**config.mk**
```make
export PLATFORM = sky130hd
export DESIGN_NAME = sram_arbiter_flat
export DESIGN_NICKNAME = d
export VERILOG_FILES = /design/src/rtl/sram_arbiter_if.sv /design/src/rtl/sram_arbiter.sv /design/src/flat_wrapper.sv
export SDC_FILE = /design/constraint.sdc
export NUM_CORES = 1
export LEC_CHECK = 0
export CAP_MARGIN = 20
export CORE_ASPECT_RATIO = 2
export CORE_MARGIN = 3
export CORE_UTILIZATION = 41
export DETAILED_ROUTE_END_ITERATION = 10
export PLACE_DENSITY_LB_ADDON = 0.15
export SLEW_MARGIN = 15
export SYNTH_ARGS = -nofsm -noshare
export SYNTH_HDL_FRONTEND = slang
export SYNTH_SLANG_ARGS = --single-unit
```
**constraint.sdc**
```tcl
create_clock -name clk -period 2.25 [get_ports clk]
set_input_delay 0.5625 -clock clk [delete_from_list [all_inputs] [get_ports clk]]
set_output_delay 0.5625 -clock clk [all_outputs]
set_load 0.005 [all_outputs]
```
**src/rtl/sram_arbiter_if.sv**
```systemverilog
// Bus bundle between the CPU ports and one SRAM bank.
// The slave side is the arbiter. The master side is the CPU together with the
// board pins/SRAM model.
interface sram_arbiter_if #(
  parameter int ADDR_W = 20
);
  // instruction-fetch port
  logic              if_req;
  logic [ADDR_W-1:0] if_addr;
  logic              if_ack;
  logic [31:0]       if_rdata;
  // data port
  logic              mem_req;
  logic              mem_we;
  logic [3:0]        mem_be;
  logic [ADDR_W-1:0] mem_addr;
  logic [31:0]       mem_wdata;
  logic              mem_ack;
  logic [31:0]       mem_rdata;
  // SRAM pins (the tri-state is resolved by the board top)
  logic [31:0]       ram_data_i;
  logic [31:0]       ram_data_o;
  logic              ram_data_oe;
  logic [ADDR_W-1:0] ram_addr;
  logic [3:0]        ram_be_n;
  logic              ram_ce_n;
  logic              ram_oe_n;
  logic              ram_we_n;

  modport slave (
    input  if_req, if_addr, mem_req, mem_we, mem_be, mem_addr, mem_wdata, ram_data_i,
    output if_ack, if_rdata, mem_ack, mem_rdata,
    output ram_data_o, ram_data_oe, ram_addr, ram_be_n, ram_ce_n, ram_oe_n, ram_we_n
  );

  modport master (
    output if_req, if_addr, mem_req, mem_we, mem_be, mem_addr, mem_wdata, ram_data_i,
    input  if_ack, if_rdata, mem_ack, mem_rdata,
    input  ram_data_o, ram_data_oe, ram_addr, ram_be_n, ram_ce_n, ram_oe_n, ram_we_n
  );
endinterface

```
**src/rtl/sram_arbiter.sv**
```systemverilog
// Shares one asynchronous 32-bit SRAM bank between the instruction-fetch port
// and the data port. It sequences the read and write strobe timing and
// registers every pin and ack.
// Optional macro SRAM_ARB_RR_EN: when two requests arrive together, grant
// them round-robin. When the macro is undefined, the data port has fixed
// priority.
module sram_arbiter #(
  parameter int WAIT_CYCLES = 1,
  parameter int ADDR_W      = 20
) (
  input  logic           clk,
  input  logic           rst_n,
  sram_arbiter_if.slave  bus
);

  // Counter only needs to reach WAIT_CYCLES; it restarts on every state entry.
  localparam int CNT_W = (WAIT_CYCLES < 1) ? 1 : $clog2(WAIT_CYCLES + 1);
  localparam logic [CNT_W-1:0] CNT_LAST = CNT_W'(WAIT_CYCLES);

  typedef enum logic [2:0] {
    S_IDLE, S_RD, S_WR_SETUP, S_WR_PULSE, S_WR_HOLD, S_DONE
  } state_e;

  typedef enum logic { P_IF = 1'b0, P_MEM = 1'b1 } port_e;

  state_e            state_q, state_d;
  logic [CNT_W-1:0]  cnt_q, cnt_d;
  port_e             port_q, port_d;
  logic [3:0]        be_q, be_d;
  logic [ADDR_W-1:0] addr_q, addr_d;
  logic [31:0]       wdo_q, wdo_d;
  logic              ce_n_q, ce_n_d, oe_n_q, oe_n_d, we_n_q, we_n_d;
  logic [3:0]        be_n_q, be_n_d;
  logic              doe_q, doe_d;
  logic              if_ack_q, if_ack_d, mem_ack_q, mem_ack_d;
  logic [31:0]       if_rdata_q, if_rdata_d, mem_rdata_q, mem_rdata_d;
  logic              grant_vld, grant_mem;
`ifdef SRAM_ARB_RR_EN
  port_e             last_q, last_d;
`endif

  // Next state, latched request fields, and pin values for the next state
  always_comb begin
    state_d     = state_q;
    cnt_d       = '0;
    port_d      = port_q;
    be_d        = be_q;
    addr_d      = addr_q;
    wdo_d       = wdo_q;
    if_rdata_d  = if_rdata_q;
    mem_rdata_d = mem_rdata_q;
    grant_vld   = bus.if_req | bus.mem_req;
`ifdef SRAM_ARB_RR_EN
    last_d      = last_q;
    // Data port wins a contest only if IF was granted last.
    grant_mem   = bus.mem_req & (~bus.if_req | (last_q == P_IF));
`else
    grant_mem   = bus.mem_req;
`endif

    unique case (state_q)
      S_IDLE: begin
        if (grant_vld) begin
          port_d = grant_mem ? P_MEM : P_IF;
`ifdef SRAM_ARB_RR_EN
          last_d = port_d;
`endif
          if (grant_mem) begin
            addr_d = bus.mem_addr;
            be_d   = bus.mem_be;
            if (bus.mem_we) begin
              wdo_d   = bus.mem_wdata;
              // A write with no lanes enabled completes without touching SRAM.
              state_d = (bus.mem_be == 4'h0) ? S_DONE : S_WR_SETUP;
            end else begin
              state_d = S_RD;
            end
          end else begin
            addr_d  = bus.if_addr;
            state_d = S_RD;
          end
        end
      end
      S_RD: begin
        if (cnt_q == CNT_LAST) begin
          state_d = S_DONE;
          if (port_q == P_MEM) mem_rdata_d = bus.ram_data_i;
          else                 if_rdata_d  = bus.ram_data_i;
        end else begin
          cnt_d = cnt_q + 1'b1;
        end
      end
      S_WR_SETUP: state_d = S_WR_PULSE;
      S_WR_PULSE: begin
        if (cnt_q == CNT_LAST) state_d = S_WR_HOLD;
        else                   cnt_d   = cnt_q + 1'b1;
      end
      S_WR_HOLD: state_d = S_DONE;
      S_DONE:    state_d = S_IDLE;
      default:   state_d = S_IDLE;
    endcase

    // Pins are registered, so decode them from the state being entered.
    ce_n_d = 1'b1;
    oe_n_d = 1'b1;
    we_n_d = 1'b1;
    be_n_d = 4'hF;
    doe_d  = 1'b0;
    unique case (state_d)
      S_RD: begin
        ce_n_d = 1'b0;
        oe_n_d = 1'b0;
        be_n_d = 4'h0;
      end
      S_WR_SETUP, S_WR_HOLD: begin
        ce_n_d = 1'b0;
        be_n_d = ~be_d;
        doe_d  = 1'b1;
      end
      S_WR_PULSE: begin
        ce_n_d = 1'b0;
        we_n_d = 1'b0;
        be_n_d = ~be_d;
        doe_d  = 1'b1;
      end
      default: ;
    endcase

    // DONE is entered from a different state, so each ack is a single-cycle pulse.
    if_ack_d  = (state_d == S_DONE) && (port_d == P_IF);
    mem_ack_d = (state_d == S_DONE) && (port_d == P_MEM);
  end

  // State and output registers; reset aborts any access in flight
  always_ff @(posedge clk) begin
    if (!rst_n) begin
      state_q     <= S_IDLE;
      cnt_q       <= '0;
      port_q      <= P_IF;
      be_q        <= 4'h0;
      addr_q      <= '0;
      wdo_q       <= '0;
      ce_n_q      <= 1'b1;
      oe_n_q      <= 1'b1;
      we_n_q      <= 1'b1;
      be_n_q      <= 4'hF;
      doe_q       <= 1'b0;
      if_ack_q    <= 1'b0;
      mem_ack_q   <= 1'b0;
      if_rdata_q  <= '0;
      mem_rdata_q <= '0;
`ifdef SRAM_ARB_RR_EN
      last_q      <= P_IF;
`endif
    end else begin
      state_q     <= state_d;
      cnt_q       <= cnt_d;
      port_q      <= port_d;
      be_q        <= be_d;
      addr_q      <= addr_d;
      wdo_q       <= wdo_d;
      ce_n_q      <= ce_n_d;
      oe_n_q      <= oe_n_d;
      we_n_q      <= we_n_d;
      be_n_q      <= be_n_d;
      doe_q       <= doe_d;
      if_ack_q    <= if_ack_d;
      mem_ack_q   <= mem_ack_d;
      if_rdata_q  <= if_rdata_d;
      mem_rdata_q <= mem_rdata_d;
`ifdef SRAM_ARB_RR_EN
      last_q      <= last_d;
`endif
    end
  end

  // The arbiter must never drive the data bus while the SRAM is driving it.
  a_no_bus_contention: assert property (@(posedge clk) disable iff (!rst_n)
    !(doe_q && !oe_n_q));

  assign bus.ram_ce_n    = ce_n_q;
  assign bus.ram_oe_n    = oe_n_q;
  assign bus.ram_we_n    = we_n_q;
  assign bus.ram_be_n    = be_n_q;
  assign bus.ram_data_oe = doe_q;
  assign bus.ram_addr    = addr_q;
  assign bus.ram_data_o  = wdo_q;
  assign bus.if_ack      = if_ack_q;
  assign bus.if_rdata    = if_rdata_q;
  assign bus.mem_ack     = mem_ack_q;
  assign bus.mem_rdata   = mem_rdata_q;

endmodule

```
**src/flat_wrapper.sv**
```systemverilog
// flat-port wrapper written by rule: the top's interface ports become plain ports
module sram_arbiter_flat 
#(
  parameter int WAIT_CYCLES = 1,
  parameter int ADDR_W      = 20
)
  (clk, rst_n, bus_if_req, bus_if_addr, bus_mem_req, bus_mem_we, bus_mem_be, bus_mem_addr, bus_mem_wdata, bus_ram_data_i, bus_if_ack, bus_if_rdata, bus_mem_ack, bus_mem_rdata, bus_ram_data_o, bus_ram_data_oe, bus_ram_addr, bus_ram_be_n, bus_ram_ce_n, bus_ram_oe_n, bus_ram_we_n);
  sram_arbiter_if #(.ADDR_W(ADDR_W)) bus_i ();
  input  logic clk;
  input  logic rst_n;
  input wire logic [$bits(bus_i.if_req)-1:0] bus_if_req;
  input wire logic [$bits(bus_i.if_addr)-1:0] bus_if_addr;
  input wire logic [$bits(bus_i.mem_req)-1:0] bus_mem_req;
  input wire logic [$bits(bus_i.mem_we)-1:0] bus_mem_we;
  input wire logic [$bits(bus_i.mem_be)-1:0] bus_mem_be;
  input wire logic [$bits(bus_i.mem_addr)-1:0] bus_mem_addr;
  input wire logic [$bits(bus_i.mem_wdata)-1:0] bus_mem_wdata;
  input wire logic [$bits(bus_i.ram_data_i)-1:0] bus_ram_data_i;
  output wire logic [$bits(bus_i.if_ack)-1:0] bus_if_ack;
  output wire logic [$bits(bus_i.if_rdata)-1:0] bus_if_rdata;
  output wire logic [$bits(bus_i.mem_ack)-1:0] bus_mem_ack;
  output wire logic [$bits(bus_i.mem_rdata)-1:0] bus_mem_rdata;
  output wire logic [$bits(bus_i.ram_data_o)-1:0] bus_ram_data_o;
  output wire logic [$bits(bus_i.ram_data_oe)-1:0] bus_ram_data_oe;
  output wire logic [$bits(bus_i.ram_addr)-1:0] bus_ram_addr;
  output wire logic [$bits(bus_i.ram_be_n)-1:0] bus_ram_be_n;
  output wire logic [$bits(bus_i.ram_ce_n)-1:0] bus_ram_ce_n;
  output wire logic [$bits(bus_i.ram_oe_n)-1:0] bus_ram_oe_n;
  output wire logic [$bits(bus_i.ram_we_n)-1:0] bus_ram_we_n;
  assign bus_i.if_req = bus_if_req;
  assign bus_i.if_addr = bus_if_addr;
  assign bus_i.mem_req = bus_mem_req;
  assign bus_i.mem_we = bus_mem_we;
  assign bus_i.mem_be = bus_mem_be;
  assign bus_i.mem_addr = bus_mem_addr;
  assign bus_i.mem_wdata = bus_mem_wdata;
  assign bus_i.ram_data_i = bus_ram_data_i;
  assign bus_if_ack = bus_i.if_ack;
  assign bus_if_rdata = bus_i.if_rdata;
  assign bus_mem_ack = bus_i.mem_ack;
  assign bus_mem_rdata = bus_i.mem_rdata;
  assign bus_ram_data_o = bus_i.ram_data_o;
  assign bus_ram_data_oe = bus_i.ram_data_oe;
  assign bus_ram_addr = bus_i.ram_addr;
  assign bus_ram_be_n = bus_i.ram_be_n;
  assign bus_ram_ce_n = bus_i.ram_ce_n;
  assign bus_ram_oe_n = bus_i.ram_oe_n;
  assign bus_ram_we_n = bus_i.ram_we_n;
  sram_arbiter #(.WAIT_CYCLES(WAIT_CYCLES), .ADDR_W(ADDR_W)) u_core (.clk(clk), .rst_n(rst_n), .bus(bus_i));
endmodule
```
After elaboration in Yosys (flattened, before gate mapping) --
Index checks and enable logic that the tools add are counted.
Word-level totals: bits in registers 135, input port bits 113
Cells by class: add/sub/neg operators 1, equality and inequality tests 9, muxes and demuxes 19, bitwise logic cells 6, reductions and logical operators 12
Operator list (count):
- 20-bit 2-to-1 mux | 1
- 3-bit 2-to-1 mux | 6
- 3-bit one-hot mux with 5 select lines | 1
- 3-bit by 2-bit equality test with 1-bit output (second input constant) | 4
- 4-bit 2-to-1 mux | 3
- 3-bit equality test (second input constant) | 3
- 4-bit one-hot mux with 2 select lines | 1
- 1-bit 2-to-1 mux | 7
- 3-bit by 1-bit equality test with 1-bit output (second input constant) | 2
- 3-bit AND reduction | 2
- 3-bit OR reduction | 2
- 4-bit logical NOT | 1
- 1-bit NOT | 4
- 4-bit NOT | 1
- 4-bit AND reduction | 1
- 4-bit OR reduction | 1
- 3-bit logical NOT | 1
- 1-bit logical AND | 2
- 2-bit AND reduction | 1
- 2-bit OR reduction | 1
- 1-bit adder (second input constant) | 1
- 1-bit OR | 1

Logic depth before layout (Yosys ltp) --
word-level depth 9, depth in mapped cells 7

Worst setup path after synthesis --
No wires, ideal clock.
kind input to register, start in bus_mem_be[1], end reg u_core.doe_q, in the netlist u_core.bus.ram_data_oe, setup time 115 ps, arrival time 1838 ps, slack 297 ps, stages on the path 5, path buffers 0, cells stage by stage nor4_4 > nand2_1 > a222oi_1 > a21oi_1 > and2_1
Between the ends: cells in the longest elaborated chain, start to end 9, elaborated cells on any way between the ends 11, classes of those cells 3 x eq/ne; 6 x mux; 2 x reduce/logical
Ends and longest elaborated chain:
- from (decl) | RTL line flat_wrapper.sv:15 | input wire logic [$bits(bus_i.mem_be)-1:0] bus_mem_be;
- 4-bit logical NOT (*) | RTL line sram_arbiter.sv:74 | state_d = (bus.mem_be == 4'h0) ? S_DONE : S_WR_SETUP;
- 3-bit 2-to-1 mux (*) | RTL line sram_arbiter.sv:74
- 3-bit 2-to-1 mux (*) | RTL line sram_arbiter.sv:71 | if (bus.mem_we) begin
- 3-bit 2-to-1 mux (*) | RTL line sram_arbiter.sv:68 | if (grant_mem) begin
- 3-bit 2-to-1 mux (*) | RTL line sram_arbiter.sv:63 | if (grant_vld) begin
- 3-bit one-hot mux with 5 select lines (*) | RTL line sram_arbiter.sv:61 | unique case (state_q)
- 3-bit by 2-bit equality test with 1-bit output / 3-bit equality test (equally long branches) | RTL line sram_arbiter.sv:109 | unique case (state_d)
- 3-bit OR reduction (no line) (*)
- 1-bit 2-to-1 mux (*) | RTL line sram_arbiter.sv:109
- to (signal assigned) | RTL line sram_arbiter.sv:166 | doe_q <= doe_d;
- to (decl) | RTL line sram_arbiter.sv:34 | logic doe_q, doe_d;
Every way passes the cells marked *; elsewhere a longest branch is shown, timed or not. A chain may end at the register's enable or synchronous reset.

Final worst setup path --
start in bus_mem_be[1], end reg u_core.if_ack_q, in the netlist u_core.bus.if_ack
Between the ends: cells in the longest elaborated chain, start to end 8
Ends and longest elaborated chain:
- 4-bit logical NOT | RTL line sram_arbiter.sv:74
- 3-bit 2-to-1 mux | RTL line sram_arbiter.sv:74
- 3-bit 2-to-1 mux | RTL line sram_arbiter.sv:71
- 3-bit 2-to-1 mux | RTL line sram_arbiter.sv:68
- 3-bit 2-to-1 mux | RTL line sram_arbiter.sv:63
- 3-bit one-hot mux with 5 select lines | RTL line sram_arbiter.sv:61
- 3-bit equality test | RTL line sram_arbiter.sv:130 | if_ack_d = (state_d == S_DONE) && (port_d == P_IF);
- 1-bit logical AND | RTL line sram_arbiter.sv:130
- to (signal assigned) | RTL line sram_arbiter.sv:167 | if_ack_q <= if_ack_d;
- to (decl) | RTL line sram_arbiter.sv:35 | logic if_ack_q, if_ack_d, mem_ack_q, mem_ack_d;
Every way passes these cells.

==> flow_metrics.env <==
export IMPL_cts_resized_gates=0
export IMPL_whs_path_depth=2
export IMPL_avgSynthCellArea_um2=8.78
export IMPL_syn_inst=588
export IMPL_worstPathRequired_ps=2590
export IMPL_ir_worst_vdd_mv=0.553
export IMPL_grt_max_degree=86
export IMPL_finalSetupViolations=0
export IMPL_via_count=4804
export IMPL_arrival_ps=2380
export IMPL_dieArea_um2=14100
export IMPL_postRouteAntennaNets=0
export IMPL_maxCapViolCount=0
export IMPL_synthesis_area_um2=5160
export IMPL_drtIter0Drc=121
export IMPL_hold_start="u_core.bus.if_rdata[25]$_SDFFE_PN0P_"
export IMPL_gp_congestion=0.843
export IMPL_max_slew_margin_pct=68.2
export IMPL_io_pins=239
export IMPL_insertion_delay_ps=400
export IMPL_timing_hold_ws_ps=452
export IMPL_final_common_cell="clkdlybuf4s50_1"
export IMPL_timing_rr_end="u_core.bus.if_ack$_SDFF_PN0_"
export IMPL_cp_top_family="buffers and inverters"
export IMPL_min_to="u_core.bus.if_rdata[25]$_SDFFE_PN0P_"
export IMPL_layout_common_cells="clkdlybuf4s50_1 (237), nand2_1 (222), dfxtp_1 (135)"
export IMPL_postCtsSetupBuffers=0
export IMPL_antenna_found_initial=0
export IMPL_drt_wirelength_per_cell_um=15.5
export IMPL_start_kind="primary input"
export IMPL_r2r_slack_ps=350
export IMPL_final_nets=928
export IMPL_crit_buf_inv=2
export IMPL_htreeDepth=4
export IMPL_start_util_pct=42.1
export IMPL_met1_usage_pct=20.9
export IMPL_final_max_slew_viol_count=0
export IMPL_design_core_area_um2=12300
export IMPL_crit_chain="clkdlybuf4s50_1 > nor4_4 > nand2_1 > a222oi_1 > buf_4 > and2_2 > and3_1"
export IMPL_syn_num_nets=701
export IMPL_cts_tree="done"
export IMPL_path_max_fanout=3
export IMPL_die_h_um=165
export IMPL_power_density_nw_per_um2=764
export IMPL_leakage_nw=3.19
export IMPL_area_delta_synth_final_pct=62.0
export IMPL_hold_violations=0
export IMPL_vias_per_cell=4.93
export IMPL_grt_pass1_wl_um=24000
export IMPL_num_rows=57
export IMPL_yosysWarnings=0
export IMPL_critPathSlowestCell="clkdlybuf4s50_1"
export IMPL_reg2reg_from="u_core.state_q[1]$_SDFF_PN0_"
export IMPL_fp_dieW_um=85.3
export IMPL_worstSetupPathType="in2reg"
export IMPL_use_met3_pct=6.74
export IMPL_cts_buffers=17
export IMPL_cts_sinks=135
export IMPL_grt_pass1_vias=4928
export IMPL_top_usage_layer="met2"
export IMPL_crit_path_end_kind="flop"
export IMPL_cts_hold_fix_buffers=0
export IMPL_hold_path_class="reg2reg"
export IMPL_drive_above_1_share_pct=6.64
export IMPL_clockRootBuffer="clkbuf_16"
export IMPL_synth_ff_latch_count=135
export IMPL_drcViolationCount=0
export IMPL_finClkSkew_ps=9.76
export IMPL_fmax_ghz=0.492
export IMPL_cts_buffer_depth=2
export IMPL_rr_worst_depth=6
export IMPL_path_clk_slew_ps=60
export IMPL_grt_met2_usage_pct=40.8
export IMPL_port_buffers=238
export IMPL_post_route_util_pct=68.2
export IMPL_cp_startpoint="bus_mem_be[1]"
export IMPL_firstDrtPassIters=4
export IMPL_grtUsageTotal_pct=21.6
export IMPL_slowest_delay_ps=470
export IMPL_post_route_min_period_ps=2030
export IMPL_period_share_pct=90.4
export IMPL_ys_types=36
export IMPL_status="complete, no violations"
export IMPL_antenna_cells=0
export IMPL_grt_setup_unrepaired="false"
export IMPL_tightest_slew_ps=477
export IMPL_hpwl_um=11200
export IMPL_overflow=0
export IMPL_routed_wl_um=15100
export IMPL_yosysSeqAreaShare_pct=52.4
-- per-stage QoR --
stage / setup slack [ps] / power [mW] / cells / area (um2) / TNS [ps]
global route: 45.1 / 6.67 / 975 / 8360 / 0
global placement: -159 / 3.48 / 943 / 7720 / -1050
detailed placement: -200 / 3.50 / 943 / 7720 / -1340
floorplan: 297 / 2.95 / 588 / 5160 / 0
finish: 216 / 6.39 / 975 / 8360 / 0
CTS: 227 / 6.46 / 975 / 8360 / 0
-- synth_stat cells (all sizes together) --
master / n / area [um2]
inv: 3 / 11.3
or4: 2 / 15.0
a31oi: 1 / 6.26
a222oi: 1 / 10.0
or2: 1 / 6.26
a21oi: 6 / 30.0
o211a: 20 / 200
o32ai: 1 / 8.76
nand3: 6 / 30.0
clkbuf: 39 / 156
nor4bb: 1 / 10.0
a21o: 1 / 7.51
and3b: 1 / 8.76
dfxtp: 135 / 2700
and3: 2 / 13.8
nor4: 3 / 40.0
nand2: 222 / 833
nor3: 1 / 5.00
buf: 6 / 30.0
mux2i: 20 / 200
o21a: 2 / 15.0
a21boi: 96 / 721
o21ai: 6 / 30.0
and2: 4 / 26.3
nor2: 4 / 15.0
or3: 1 / 7.51
nor2b: 1 / 6.26
xnor2: 1 / 8.76
a22oi: 1 / 7.51
-- cell type report --
type	instances	area, um2
fill	1043	3910
inverter	3	11.3
tap	147	184
clock buffer	21	470
sequential	135	2700
multi-input combinational	405	2280
clock inverter	11	171
timing repair buffer	253	2540
-- worst min-delay path, delay by kind of cell, from the launching register on --
| kind | cells | cell delay, ps |
|---|---|---|
| flip-flops | 1 | 300 |
| AND/OR/NAND/NOR | 1 | 50 |
| AO/OA/AOI/OAI | 1 | 50 |
-- where the power goes --
part | internal [mW] | total [mW] | switching, mW | leakage [nW]
Combinational | 0.521 | 0.862 | 0.341 | 1.79
Sequential | 2.52 | 2.59 | 0.0680 | 1.10
Clock | 1.94 | 2.94 | 0.999 | 0.309
-- logic make-up after synthesis --
| group | synth area share [%] |
|---|---|
| buf+inv | 3.83 |
| simple gates | 19.7 |
| compound gates | 20.1 |
| xor+xnor | 0.170 |
| mux | 3.88 |
| flops | 52.4 |
-- per-layer routing --
metal  routed length [um]  up-vias  part of all wire (%)
li1                     -     2399                     -
met1                 5270     2209                    35
met2                 8500      166                    56
met3                  835       30                   5.5
met4                  487        0                   3.2
met5                    0        -                     0
-- registers in the layout, indices dropped and copies added, names as in the netlist, 3 cells and up --
| signal | cells |
|---|---|
| u_core.state_q | 3 |
| u_core.be_q | 4 |
| u_core.bus.ram_data_o | 32 |
| u_core.bus.if_rdata | 32 |
| u_core.bus.ram_be_n | 4 |
| u_core.bus.ram_addr | 20 |
| u_core.bus.mem_rdata | 32 |
-- worst max-delay path by stage --
stage,endpoint,slack (ps),cells after the start
floorplan,u_core.bus.ram_data_oe$_SDFF_PN0_,300,5
finish,u_core.bus.if_ack$_SDFF_PN0_,220,7
CTS,u_core.bus.if_ack$_SDFF_PN0_,230,7
global route,u_core.bus.ram_be_n[3]$_SDFF_PN1_,50,7
detailed placement,u_core.bus.if_ack$_SDFF_PN0_,-200,7
global placement,u_core.bus.ram_ce_n$_SDFF_PN1_,-160,7
(Power assumes the default switching activity.)
